## src/rtl/cache_refill_ctrl_if.sv

```systemverilog
// AXI master-side bus between the refill engine and the interconnect.
// Only the channels the engine uses are carried; BRESP and RRESP are not.
interface cache_refill_ctrl_if;
  logic        awvalid;
  logic        awready;
  logic [31:0] awaddr;
  logic [7:0]  awlen;
  logic [2:0]  awsize;
  logic [1:0]  awburst;

  logic        wvalid;
  logic        wready;
  logic [31:0] wdata;
  logic [3:0]  wstrb;
  logic        wlast;

  logic        bvalid;
  logic        bready;

  logic        arvalid;
  logic        arready;
  logic [31:0] araddr;
  logic [7:0]  arlen;
  logic [2:0]  arsize;
  logic [1:0]  arburst;

  logic        rvalid;
  logic        rready;
  logic [31:0] rdata;
  logic        rlast;

  modport master (
    output awvalid, awaddr, awlen, awsize, awburst,
    input  awready,
    output wvalid, wdata, wstrb, wlast,
    input  wready,
    input  bvalid,
    output bready,
    output arvalid, araddr, arlen, arsize, arburst,
    input  arready,
    input  rvalid, rdata, rlast,
    output rready
  );

  modport slave (
    input  awvalid, awaddr, awlen, awsize, awburst,
    output awready,
    input  wvalid, wdata, wstrb, wlast,
    output wready,
    output bvalid,
    input  bready,
    input  arvalid, araddr, arlen, arsize, arburst,
    output arready,
    output rvalid, rdata, rlast,
    input  rready
  );
endinterface

```

## src/rtl/cache_refill_ctrl.sv

```systemverilog
// Cache miss engine: optional victim write-back burst, then a line refill burst,
// followed by a one-cycle refresh of the tag/valid/LRU state.
//  state | meaning
//  IDLE  | waiting for a miss; latches addresses and victim way
//  WB_AW | victim write address phase
//  WB_W  | streaming victim words out of the data array
//  WB_B  | waiting for the write response
//  RD_AR | refill read address phase
//  RD_R  | writing refill words into the data array
//  DONE  | one-cycle refresh pulse to the tag block
module cache_refill_ctrl #(
  parameter int LINE_WORDS = 16,
  parameter int CNT_W      = 4
) (
  input  logic             clk,
  input  logic             rst,
  input  logic             miss,
  input  logic             write_back,
  input  logic [31:0]      axi_raddr,
  input  logic [31:0]      axi_waddr,
  input  logic             lru,
  output logic             busy,
  output logic             refresh,
  output logic             way,
  output logic [CNT_W-1:0] wb_idx,
  input  logic [31:0]      wb_rdata,
  output logic             refill_we,
  output logic [CNT_W-1:0] refill_idx,
  output logic [31:0]      refill_wdata,
  cache_refill_ctrl_if.master axi
);

  typedef enum logic [2:0] {IDLE, WB_AW, WB_W, WB_B, RD_AR, RD_R, DONE} state_t;

  localparam logic [CNT_W-1:0] LAST_IDX = CNT_W'(LINE_WORDS - 1);

  state_t           state, state_d;
  logic [CNT_W-1:0] cnt, cnt_d;
  logic [31:0]      raddr_q, waddr_q;

  always_ff @(posedge clk) begin
    if (rst) begin
      state   <= IDLE;
      cnt     <= '0;
      raddr_q <= '0;
      waddr_q <= '0;
      way     <= 1'b0;
    end else begin
      state <= state_d;
      cnt   <= cnt_d;
      if (state == IDLE && miss) begin
        raddr_q <= axi_raddr;
        waddr_q <= axi_waddr;
        way     <= lru;
      end
    end
  end

  always_comb begin
    state_d     = state;
    cnt_d       = cnt;
    busy        = (state != IDLE);
    refresh     = 1'b0;
    refill_we   = 1'b0;
    axi.awvalid = 1'b0;
    axi.wvalid  = 1'b0;
    axi.wlast   = 1'b0;
    axi.bready  = 1'b0;
    axi.arvalid = 1'b0;
    axi.rready  = 1'b0;
    case (state)
      IDLE: begin
        if (miss) begin
          cnt_d   = '0;
          state_d = write_back ? WB_AW : RD_AR;
        end
      end
      WB_AW: begin
        axi.awvalid = 1'b1;
        if (axi.awready) state_d = WB_W;
      end
      WB_W: begin
        axi.wvalid = 1'b1;
        axi.wlast  = (cnt == LAST_IDX);
        if (axi.wready) begin
          cnt_d = cnt + 1'b1;
          if (cnt == LAST_IDX) state_d = WB_B;
        end
      end
      WB_B: begin
        axi.bready = 1'b1;
        if (axi.bvalid) state_d = RD_AR;
      end
      RD_AR: begin
        axi.arvalid = 1'b1;
        if (axi.arready) state_d = RD_R;
      end
      RD_R: begin
        axi.rready = 1'b1;
        // termination is by beat count; rlast is deliberately not trusted
        if (axi.rvalid) begin
          refill_we = 1'b1;
          cnt_d     = cnt + 1'b1;
          if (cnt == LAST_IDX) state_d = DONE;
        end
      end
      DONE: begin
        refresh = 1'b1;
        state_d = IDLE;
      end
      default: state_d = IDLE;
    endcase
  end

  assign wb_idx       = cnt;
  assign refill_idx   = cnt;
  assign refill_wdata = axi.rdata;

  assign axi.awaddr  = waddr_q;
  assign axi.awlen   = 8'(LINE_WORDS - 1);
  assign axi.awsize  = 3'd2;
  assign axi.awburst = 2'b01;
  assign axi.wdata   = wb_rdata;
  assign axi.wstrb   = 4'hF;
  assign axi.araddr  = raddr_q;
  assign axi.arlen   = 8'(LINE_WORDS - 1);
  assign axi.arsize  = 3'd2;
  assign axi.arburst = 2'b01;

endmodule

```

## src/flat_wrapper.sv

```systemverilog
// flat-port wrapper written by rule: the top's interface ports become plain ports
module cache_refill_ctrl_flat 
#(
  parameter int LINE_WORDS = 16,
  parameter int CNT_W      = 4
)
  (clk, rst, miss, write_back, axi_raddr, axi_waddr, lru, busy, refresh, way, wb_idx, wb_rdata, refill_we, refill_idx, refill_wdata, axi_awvalid, axi_awaddr, axi_awlen, axi_awsize, axi_awburst, axi_awready, axi_wvalid, axi_wdata, axi_wstrb, axi_wlast, axi_wready, axi_bvalid, axi_bready, axi_arvalid, axi_araddr, axi_arlen, axi_arsize, axi_arburst, axi_arready, axi_rvalid, axi_rdata, axi_rlast, axi_rready);
  cache_refill_ctrl_if axi_i ();
  input  logic clk;
  input  logic rst;
  input  logic miss;
  input  logic write_back;
  input  logic [31:0] axi_raddr;
  input  logic [31:0] axi_waddr;
  input  logic lru;
  output logic busy;
  output logic refresh;
  output logic way;
  output logic [CNT_W-1:0] wb_idx;
  input  logic [31:0] wb_rdata;
  output logic refill_we;
  output logic [CNT_W-1:0] refill_idx;
  output logic [31:0] refill_wdata;
  output wire logic [$bits(axi_i.awvalid)-1:0] axi_awvalid;
  output wire logic [$bits(axi_i.awaddr)-1:0] axi_awaddr;
  output wire logic [$bits(axi_i.awlen)-1:0] axi_awlen;
  output wire logic [$bits(axi_i.awsize)-1:0] axi_awsize;
  output wire logic [$bits(axi_i.awburst)-1:0] axi_awburst;
  input wire logic [$bits(axi_i.awready)-1:0] axi_awready;
  output wire logic [$bits(axi_i.wvalid)-1:0] axi_wvalid;
  output wire logic [$bits(axi_i.wdata)-1:0] axi_wdata;
  output wire logic [$bits(axi_i.wstrb)-1:0] axi_wstrb;
  output wire logic [$bits(axi_i.wlast)-1:0] axi_wlast;
  input wire logic [$bits(axi_i.wready)-1:0] axi_wready;
  input wire logic [$bits(axi_i.bvalid)-1:0] axi_bvalid;
  output wire logic [$bits(axi_i.bready)-1:0] axi_bready;
  output wire logic [$bits(axi_i.arvalid)-1:0] axi_arvalid;
  output wire logic [$bits(axi_i.araddr)-1:0] axi_araddr;
  output wire logic [$bits(axi_i.arlen)-1:0] axi_arlen;
  output wire logic [$bits(axi_i.arsize)-1:0] axi_arsize;
  output wire logic [$bits(axi_i.arburst)-1:0] axi_arburst;
  input wire logic [$bits(axi_i.arready)-1:0] axi_arready;
  input wire logic [$bits(axi_i.rvalid)-1:0] axi_rvalid;
  input wire logic [$bits(axi_i.rdata)-1:0] axi_rdata;
  input wire logic [$bits(axi_i.rlast)-1:0] axi_rlast;
  output wire logic [$bits(axi_i.rready)-1:0] axi_rready;
  assign axi_awvalid = axi_i.awvalid;
  assign axi_awaddr = axi_i.awaddr;
  assign axi_awlen = axi_i.awlen;
  assign axi_awsize = axi_i.awsize;
  assign axi_awburst = axi_i.awburst;
  assign axi_i.awready = axi_awready;
  assign axi_wvalid = axi_i.wvalid;
  assign axi_wdata = axi_i.wdata;
  assign axi_wstrb = axi_i.wstrb;
  assign axi_wlast = axi_i.wlast;
  assign axi_i.wready = axi_wready;
  assign axi_i.bvalid = axi_bvalid;
  assign axi_bready = axi_i.bready;
  assign axi_arvalid = axi_i.arvalid;
  assign axi_araddr = axi_i.araddr;
  assign axi_arlen = axi_i.arlen;
  assign axi_arsize = axi_i.arsize;
  assign axi_arburst = axi_i.arburst;
  assign axi_i.arready = axi_arready;
  assign axi_i.rvalid = axi_rvalid;
  assign axi_i.rdata = axi_rdata;
  assign axi_i.rlast = axi_rlast;
  assign axi_rready = axi_i.rready;
  cache_refill_ctrl #(.LINE_WORDS(LINE_WORDS), .CNT_W(CNT_W)) u_core (.clk(clk), .rst(rst), .miss(miss), .write_back(write_back), .axi_raddr(axi_raddr), .axi_waddr(axi_waddr), .lru(lru), .busy(busy), .refresh(refresh), .way(way), .wb_idx(wb_idx), .wb_rdata(wb_rdata), .refill_we(refill_we), .refill_idx(refill_idx), .refill_wdata(refill_wdata), .axi(axi_i));
endmodule
```

## config.mk

```make
export PLATFORM = sky130hd
export DESIGN_NAME = cache_refill_ctrl_flat
export DESIGN_NICKNAME = d
export VERILOG_FILES = /design/src/rtl/cache_refill_ctrl_if.sv /design/src/rtl/cache_refill_ctrl.sv /design/src/flat_wrapper.sv
export SDC_FILE = /design/constraint.sdc
export NUM_CORES = 1
export LEC_CHECK = 0
export CAP_MARGIN = 30
export CORE_AREA = 2 2 122 124
export DETAILED_ROUTE_END_ITERATION = 16
export DIE_AREA = 0 0 124 126
export GPL_TIMING_DRIVEN = 1
export PLACE_DENSITY_LB_ADDON = 0.08
export SYNTH_ARGS = -nofsm -noshare
export SYNTH_HDL_FRONTEND = slang
export SYNTH_SLANG_ARGS = --single-unit
```

## constraint.sdc

```tcl
create_clock -name clk -period 2.2 [get_ports clk]
set_input_delay 0.22 -clock clk [delete_from_list [all_inputs] [get_ports clk]]
set_output_delay 0.22 -clock clk [all_outputs]
set_load 0.005 [all_outputs]
```

==> results.py, run 1 <==
metrics = {
    "run_status": {
        "outcome": "completed",
    },
    "logic_synthesis": {
        "synth_cell_types": 33,
        "synth-seq-cells": 72,
        "yosysMostFrequentCell": "nand2_1",
        "ys_seq_area_frac": 0.405,
        "synth_top_area_share": 0.405,
        "synth_top_area_cell": "dfxtp_1",
        "syn_area_sq_um": 3560,
        "synth_top_cells_by_area": "dfxtp_1 41%, buf_4 21%, nand2_1 14%",
        "synthArstFlopShare": 0,
        "syn_inst": 453,
        "synth-edff-count": 0,
        "yosys_warnings": 0,
        "post_synth_most_frequent_cells": "132 x nand2_1, 99 x buf_4, 72 x dfxtp_1",
        "synth.avg_cell_area_sq_um": 7.86,
        "synthFlopType": "dfxtp_1",
    },
    "floorplanning": {
        "ios": 315,
        "start_util": 0.249,
        "dieWidth_microns": 124,
        "die-area_sq_um": 15600,
        "core_sq_um": 14300,
        "rows": 44,
        "fp.dieH_microns": 126,
    },
    "clock_tree": {
        "cts_tree": "built",
        "ctsHoldBuffers": 0,
        "root_buffer": "clkbuf_16",
        "cts_sinks": 72,
        "ctsResizeCount": 0,
        "htreeDepth": 3,
        "post_cts_buffers": 0,
        "path_clk_slew_ns": 0.06,
        "cts_buffers": 9,
        "clockBufferDepth": 2,
        "clk_latency_ns": 0.33,
    },
    "place": {
        "io_buffers": 155,
        "pre_cts_ws_ns": 0.365,
        "gp_congestion": 0.684,
        "place_hpwl_microns": 6700,
    },
    "timing": {
        "setup_viol_count_final": 0,
        "fmax_mhz": 475,
        "min_period_over_period": 0.957,
        "rsz0062_at_grt": "false",
        "hold_viol": 0,
        "fin_crit_ns": 2.11,
        "skew_ns": 0.00429,
        "setup_slack_ns": 0.0948,
        "finalMaxSlewViolations": 0,
        "setup_tns_ns": 0,
    },
    "drt": {
        "drtPass1Iterations": 4,
        "post_drt_wl_per_cell_microns": 13.4,
        "antenna_left": 0,
        "num_vias": 2955,
        "drtIter0Drc": 146,
        "drc_errors": 0,
        "postRouteWirelength_microns": 9630,
        "vias_per_cell": 4.13,
    },
    "power_and_ir_drop": {
        "p_sw_uw": 1620,
        "clockPowerShare": 0.298,
        "power.density_nw_per_um2": 1050,
        "combinationalPowerShare": 0.360,
        "p_leak_uw": 0.00185,
        "pwr-share-seq": 0.342,
        "p_sw_frac": 0.314,
        "peakVddDrop_mv": 0.368,
        "p_int_uw": 3530,
    },
    "critical_path": {
        "cp.required_ns": 1.98,
        "path_max_fanout": 10,
        "setup.worst_path.start_class": "flop",
        "setup.worst_path.end_class": "output port",
        "critPathKind": "flop to output port",
        "arrival_ns": 1.89,
    },
    "global_routing": {
        "grt_max_degree": 66,
        "grt_pass1_vias": 2928,
        "grt_pass1_wl_microns": 14700,
        "grt.overflow.total": 0,
        "antenna_found_initial": 0,
        "track_usage": 0.123,
    },
    "layout": {
        "nets": 669,
        "n_antenna_cell": 0,
        "multi_input_area_sq_um": 1320,
        "area_growth_pct": 38.3,
        "fillerInstances": 1525,
        "drive_gt1_frac": 0.0564,
        "regArea_sq_um": 1440,
    },
    "min_path": {
        "hold_class": "input pin to flop",
    },
    "flow_run": {
        "drv_cap": 0,
    },
}
## cell type report
class                      instances  share of cell area
clock buffer                      10              0.0486
clock inverter                     4              0.0142
inverter                           6             0.00458
multi-input combinational        280               0.268
sequential                        72               0.293
tap                              184              0.0468
timing repair buffer             160               0.324
## power by group through the flow
| stage | logic, uW | registers, uW | clock network, uW |
|---|---|---|---|
| after detailed placement | 1910 | 1790 | 0 |
| after floorplan | 1180 | 1740 | 0 |
| after global placement | 1900 | 1780 | 0 |
| final | 1850 | 1760 | 1530 |
| after global routing | 2080 | 1800 | 1680 |
| after CTS | 1910 | 1760 | 1610 |
## cell families (layout without fill, tap and decap cells)
logic type	after synthesis	after routing	share of synthesized area
buf+inv	129	180	0.255
flops	72	72	0.405
other cells	2	30	0.00211
fa+ha+maj	1	1	0.00352
mux	3	3	0.00984
simple gates	165	165	0.196
compound gates	81	81	0.129
## sequential cells by signal, summed over array words and instances (netlist names)
name	flops
u_core.state	3
u_core.axi.araddr	32
u_core.way	1
u_core.refill_idx	4
u_core.axi.awaddr	32
## layout by cell type (no fill, tap or decap), types with 3 or more instances in the layout
master,n
and2_1,3
o21ai_0,3
clkdlybuf4s50_1,154
o32ai_1,4
nand2_1,131
inv_1,6
conb_1,30
clkbuf_16,9
dfxtp_1,70
a21oi_1,70
nand2b_1,3
buf_4,4
nor3_1,3
nor2b_1,3
nor2_1,8
## path summary, 6_finish.rpt
kind	end	slack, ns	cells past startpoint	from
hold / removal	u_core.axi.araddr[30]$_SDFFE_PP0P_	0.26	2	rst
hold reg to reg	u_core.axi.araddr[16]$_SDFFE_PP0P_	0.45	2	u_core.axi.araddr[16]$_SDFFE_PP0P_
setup / recovery	refill_we	0.09	4	u_core.state[2]$_SDFFE_PP0P_
setup reg to reg	u_core.state[0]$_SDFFE_PP0P_	0.48	4	u_core.state[2]$_SDFFE_PP0P_
## critical path, cell delays in order, from the launching register on
cell and delay, ns:
dfxtp_1 0.55, nand3b_2 0.18, inv_1 0.18, and2_1 0.14, clkdlybuf4s50_1 0.49
## per-stage QoR
stage	area (sq um)	utilization	hold WS (ns)	power (uW)	std cells
floorplan	3660	-	0.356	2930	481
global placement	4610	0.322	0.440	3680	702
detailed placement	4610	0.322	0.440	3690	702
CTS	4920	0.344	0.248	5280	716
global route	4920	0.344	0.283	5570	716
finish	4920	0.344	0.256	5150	716
## routing by layer
| metal | vias to the layer above | global-route usage | wire [microns] |
|---|---|---|---|
| li1 | 1472 | - | - |
| met1 | 1309 | 0.129 | 3710 |
| met2 | 145 | 0.189 | 4250 |
| met3 | 29 | 0.0720 | 1350 |
| met4 | 0 | 0.0701 | 315 |
| met5 | - | 0 | 0 |
Note: power is estimated with default switching activity, not from simulation.
==> run 2: changes to the inputs <==
--- a/config.mk
+++ b/config.mk
@@ -9,7 +9,8 @@
 export CORE_AREA = 2 2 122 124
 export DETAILED_ROUTE_END_ITERATION = 16
 export DIE_AREA = 0 0 124 126
-export GPL_TIMING_DRIVEN = 1
+export GPL_ROUTABILITY_DRIVEN = 0
+export GPL_TIMING_DRIVEN = 0
 export PLACE_DENSITY_LB_ADDON = 0.08
 export SYNTH_ARGS = -nofsm -noshare
 export SYNTH_HDL_FRONTEND = slang
==> run 2 against run 1 <==
Count of clock-buffer cells in the layout unchanged. Sequential cell count unchanged. Sequential power fell by 3%. First-iteration DRC count down 3.4%. Critical path type unchanged. Utilization is 10 points higher. Largest cell class unchanged. Fmax rose by 3.3%. Die area did not move. Design area is 30% higher. Clock power grew 3%. Largest power group unchanged. Routed wire length up 16%. Setup slack improved by 0.068 ns.
==> results.py, run 2 (same netlist as run 1, synthesis figures left out) <==
metrics = {
    "run_status": {
        "outcome": "completed",
    },
    "timing": {
        "min_period_over_period": 0.926,
        "fmax_mhz": 491,
        "skew_ns": 0.00460,
        "setup_viol_count_final": 0,
        "fin_crit_ns": 2.04,
        "setup_tns_ns": 0,
        "finalMaxSlewViolations": 0,
        "rsz0062_at_grt": "false",
        "max_slew.worst_pin.slew_ns": 0.611,
        "relSlewSlack": 0.592,
        "hold_viol": 0,
    },
    "global_routing": {
        "grt_pass1_wl_microns": 16600,
        "met2_usage": 0.230,
        "grt_max_degree": 13,
        "grtUsageMet3": 0.0630,
        "grt_pass1_vias": 3374,
        "antenna_found_initial": 0,
        "gr-usage-met1": 0.151,
        "grt.overflow.total": 0,
        "track_usage": 0.137,
        "busiest_layer": "met2",
    },
    "clock_tree": {
        "cts_buffers": 9,
        "clockBufferDepth": 2,
        "ctsHoldBuffers": 0,
        "root_buffer": "clkbuf_16",
        "post_cts_buffers": 0,
        "cts_sinks": 72,
        "path_clk_slew_ns": 0.06,
        "htreeDepth": 3,
        "clk_latency_ns": 0.34,
        "cts_tree": "built",
        "ctsResizeCount": 0,
    },
    "layout": {
        "final_util": 0.448,
        "drive_gt1_frac": 0.182,
        "n_antenna_cell": 0,
        "area_growth_pct": 80.0,
        "final_common_cell": "clkdlybuf4s50_1",
        "nets": 851,
        "fillerInstances": 1438,
        "final_cell_mix": "219 x clkdlybuf4s50_1, 132 x nand2_1, 99 x buf_4, 72 x dfxtp_1, 70 x a21oi_1",
    },
    "drt": {
        "drtIter0Drc": 141,
        "vias_per_cell": 3.98,
        "post_drt_wl_per_cell_microns": 12.5,
        "drc_errors": 0,
        "drtPass1Iterations": 4,
        "postRouteWirelength_microns": 11200,
        "antenna_left": 0,
        "num_vias": 3578,
    },
    "critical_path": {
        "cp.required_ns": 1.98,
        "arrival_ns": 1.82,
        "critPathKind": "flop to output port",
        "rrSetupSlack_ns": 0.43,
        "path_max_fanout": 10,
        "r2r-end": "u_core.axi.araddr[25]$_SDFFE_PP0P_",
        "setup.worst_path.start_class": "flop",
        "cp-startpoint": "u_core.state[2]$_SDFFE_PP0P_",
        "rr_worst_depth": 7,
        "crit_path_end": "refill_we",
        "setup.worst_path.end_class": "output port",
        "timing.rr.start": "u_core.state[2]$_SDFFE_PP0P_",
    },
    "power_and_ir_drop": {
        "combinationalPowerShare": 0.411,
        "p_leak_uw": 0.00262,
        "p_sw_uw": 1730,
        "power.density_nw_per_um2": 869,
        "p_int_uw": 3830,
        "clockPowerShare": 0.283,
        "peakVddDrop_mv": 0.410,
        "pwr-share-seq": 0.307,
        "p_sw_frac": 0.311,
    },
    "floorplanning": {
        "start_util": 0.249,
        "ios": 315,
        "die-area_sq_um": 15600,
        "fp.dieH_microns": 126,
        "dieWidth_microns": 124,
        "core_sq_um": 14300,
        "rows": 44,
    },
    "place": {
        "io_buffers": 219,
        "place_hpwl_microns": 8830,
    },
    "min_path": {
        "hold_class": "input pin to flop",
    },
    "flow_run": {
        "drv_cap": 0,
    },
}
==> run 2: layer usage <==
metal  share of wire  up-vias
met1            0.38     1544
met4           0.015        0
met5               0        -
met3            0.13       12
li1                -     1840
met2            0.47      182
==> run 2: area by class of cell <==
| class | instances | area, sq um | area share |
|---|---|---|---|
| plain buffers | 123 | 883 | 0.138 |
| clock buffers | 10 | 239 | 0.0373 |
| clock inverters | 5 | 81.3 | 0.0127 |
| inverters | 6 | 22.5 | 0.00352 |
| multi-input cells | 280 | 1320 | 0.205 |
| flip-flops and latches | 72 | 1440 | 0.225 |
| well taps | 184 | 230 | 0.0359 |
| repair buffers | 219 | 2190 | 0.342 |
==> run 2: through the flow <==
stage	std cells	setup WS, ns	power [uW]	cell area (sq um)	hold WS, ns
6_report	899	0.163	5560	6410	0.427
3_3_place_gp	884	0.310	4030	6090	0.441
4_1_cts	899	0.136	5680	6410	0.416
2_1_floorplan	481	0.645	2930	3660	0.356
3_5_place_dp	884	0.270	4060	6090	0.446
5_1_grt	899	0.0538	5960	6410	0.435
==> run 2: power groups by stage <==
| stage | sequential (uW) | combinational [uW] | clock [uW] |
|---|---|---|---|
| 3_3_place_gp | 1720 | 2300 | 0 |
| 2_1_floorplan | 1740 | 1180 | 0 |
| 4_1_cts | 1710 | 2330 | 1630 |
| 3_5_place_dp | 1740 | 2320 | 0 |
| 6_report | 1710 | 2290 | 1570 |
| 5_1_grt | 1740 | 2530 | 1690 |
==> run 2: critical path, cell delays in order (launching register included) <==
cell             delay (ns)
dfxtp_1                0.30
buf_2                  0.22
nand3b_2               0.15
inv_1                  0.18
and2_1                 0.14
clkdlybuf4s50_1        0.49
==> run 2: worst min-delay path by stage <==
| stage | start | to | slack (ns) | cells after the start |
|---|---|---|---|---|
| 2_1_floorplan | axi_raddr[0] | u_core.axi.araddr[0]$_SDFFE_PP0P_ | 0.36 | 2 |
| 3_3_place_gp | u_core.axi.araddr[2]$_SDFFE_PP0P_ | u_core.axi.araddr[2]$_SDFFE_PP0P_ | 0.44 | 2 |
| 3_5_place_dp | u_core.axi.awaddr[5]$_SDFFE_PP0P_ | u_core.axi.awaddr[5]$_SDFFE_PP0P_ | 0.45 | 2 |
| 4_1_cts | axi_waddr[20] | u_core.axi.awaddr[20]$_SDFFE_PP0P_ | 0.42 | 3 |
| 5_1_grt | axi_waddr[23] | u_core.axi.awaddr[23]$_SDFFE_PP0P_ | 0.43 | 3 |
| 6_report | axi_raddr[30] | u_core.axi.araddr[30]$_SDFFE_PP0P_ | 0.43 | 3 |
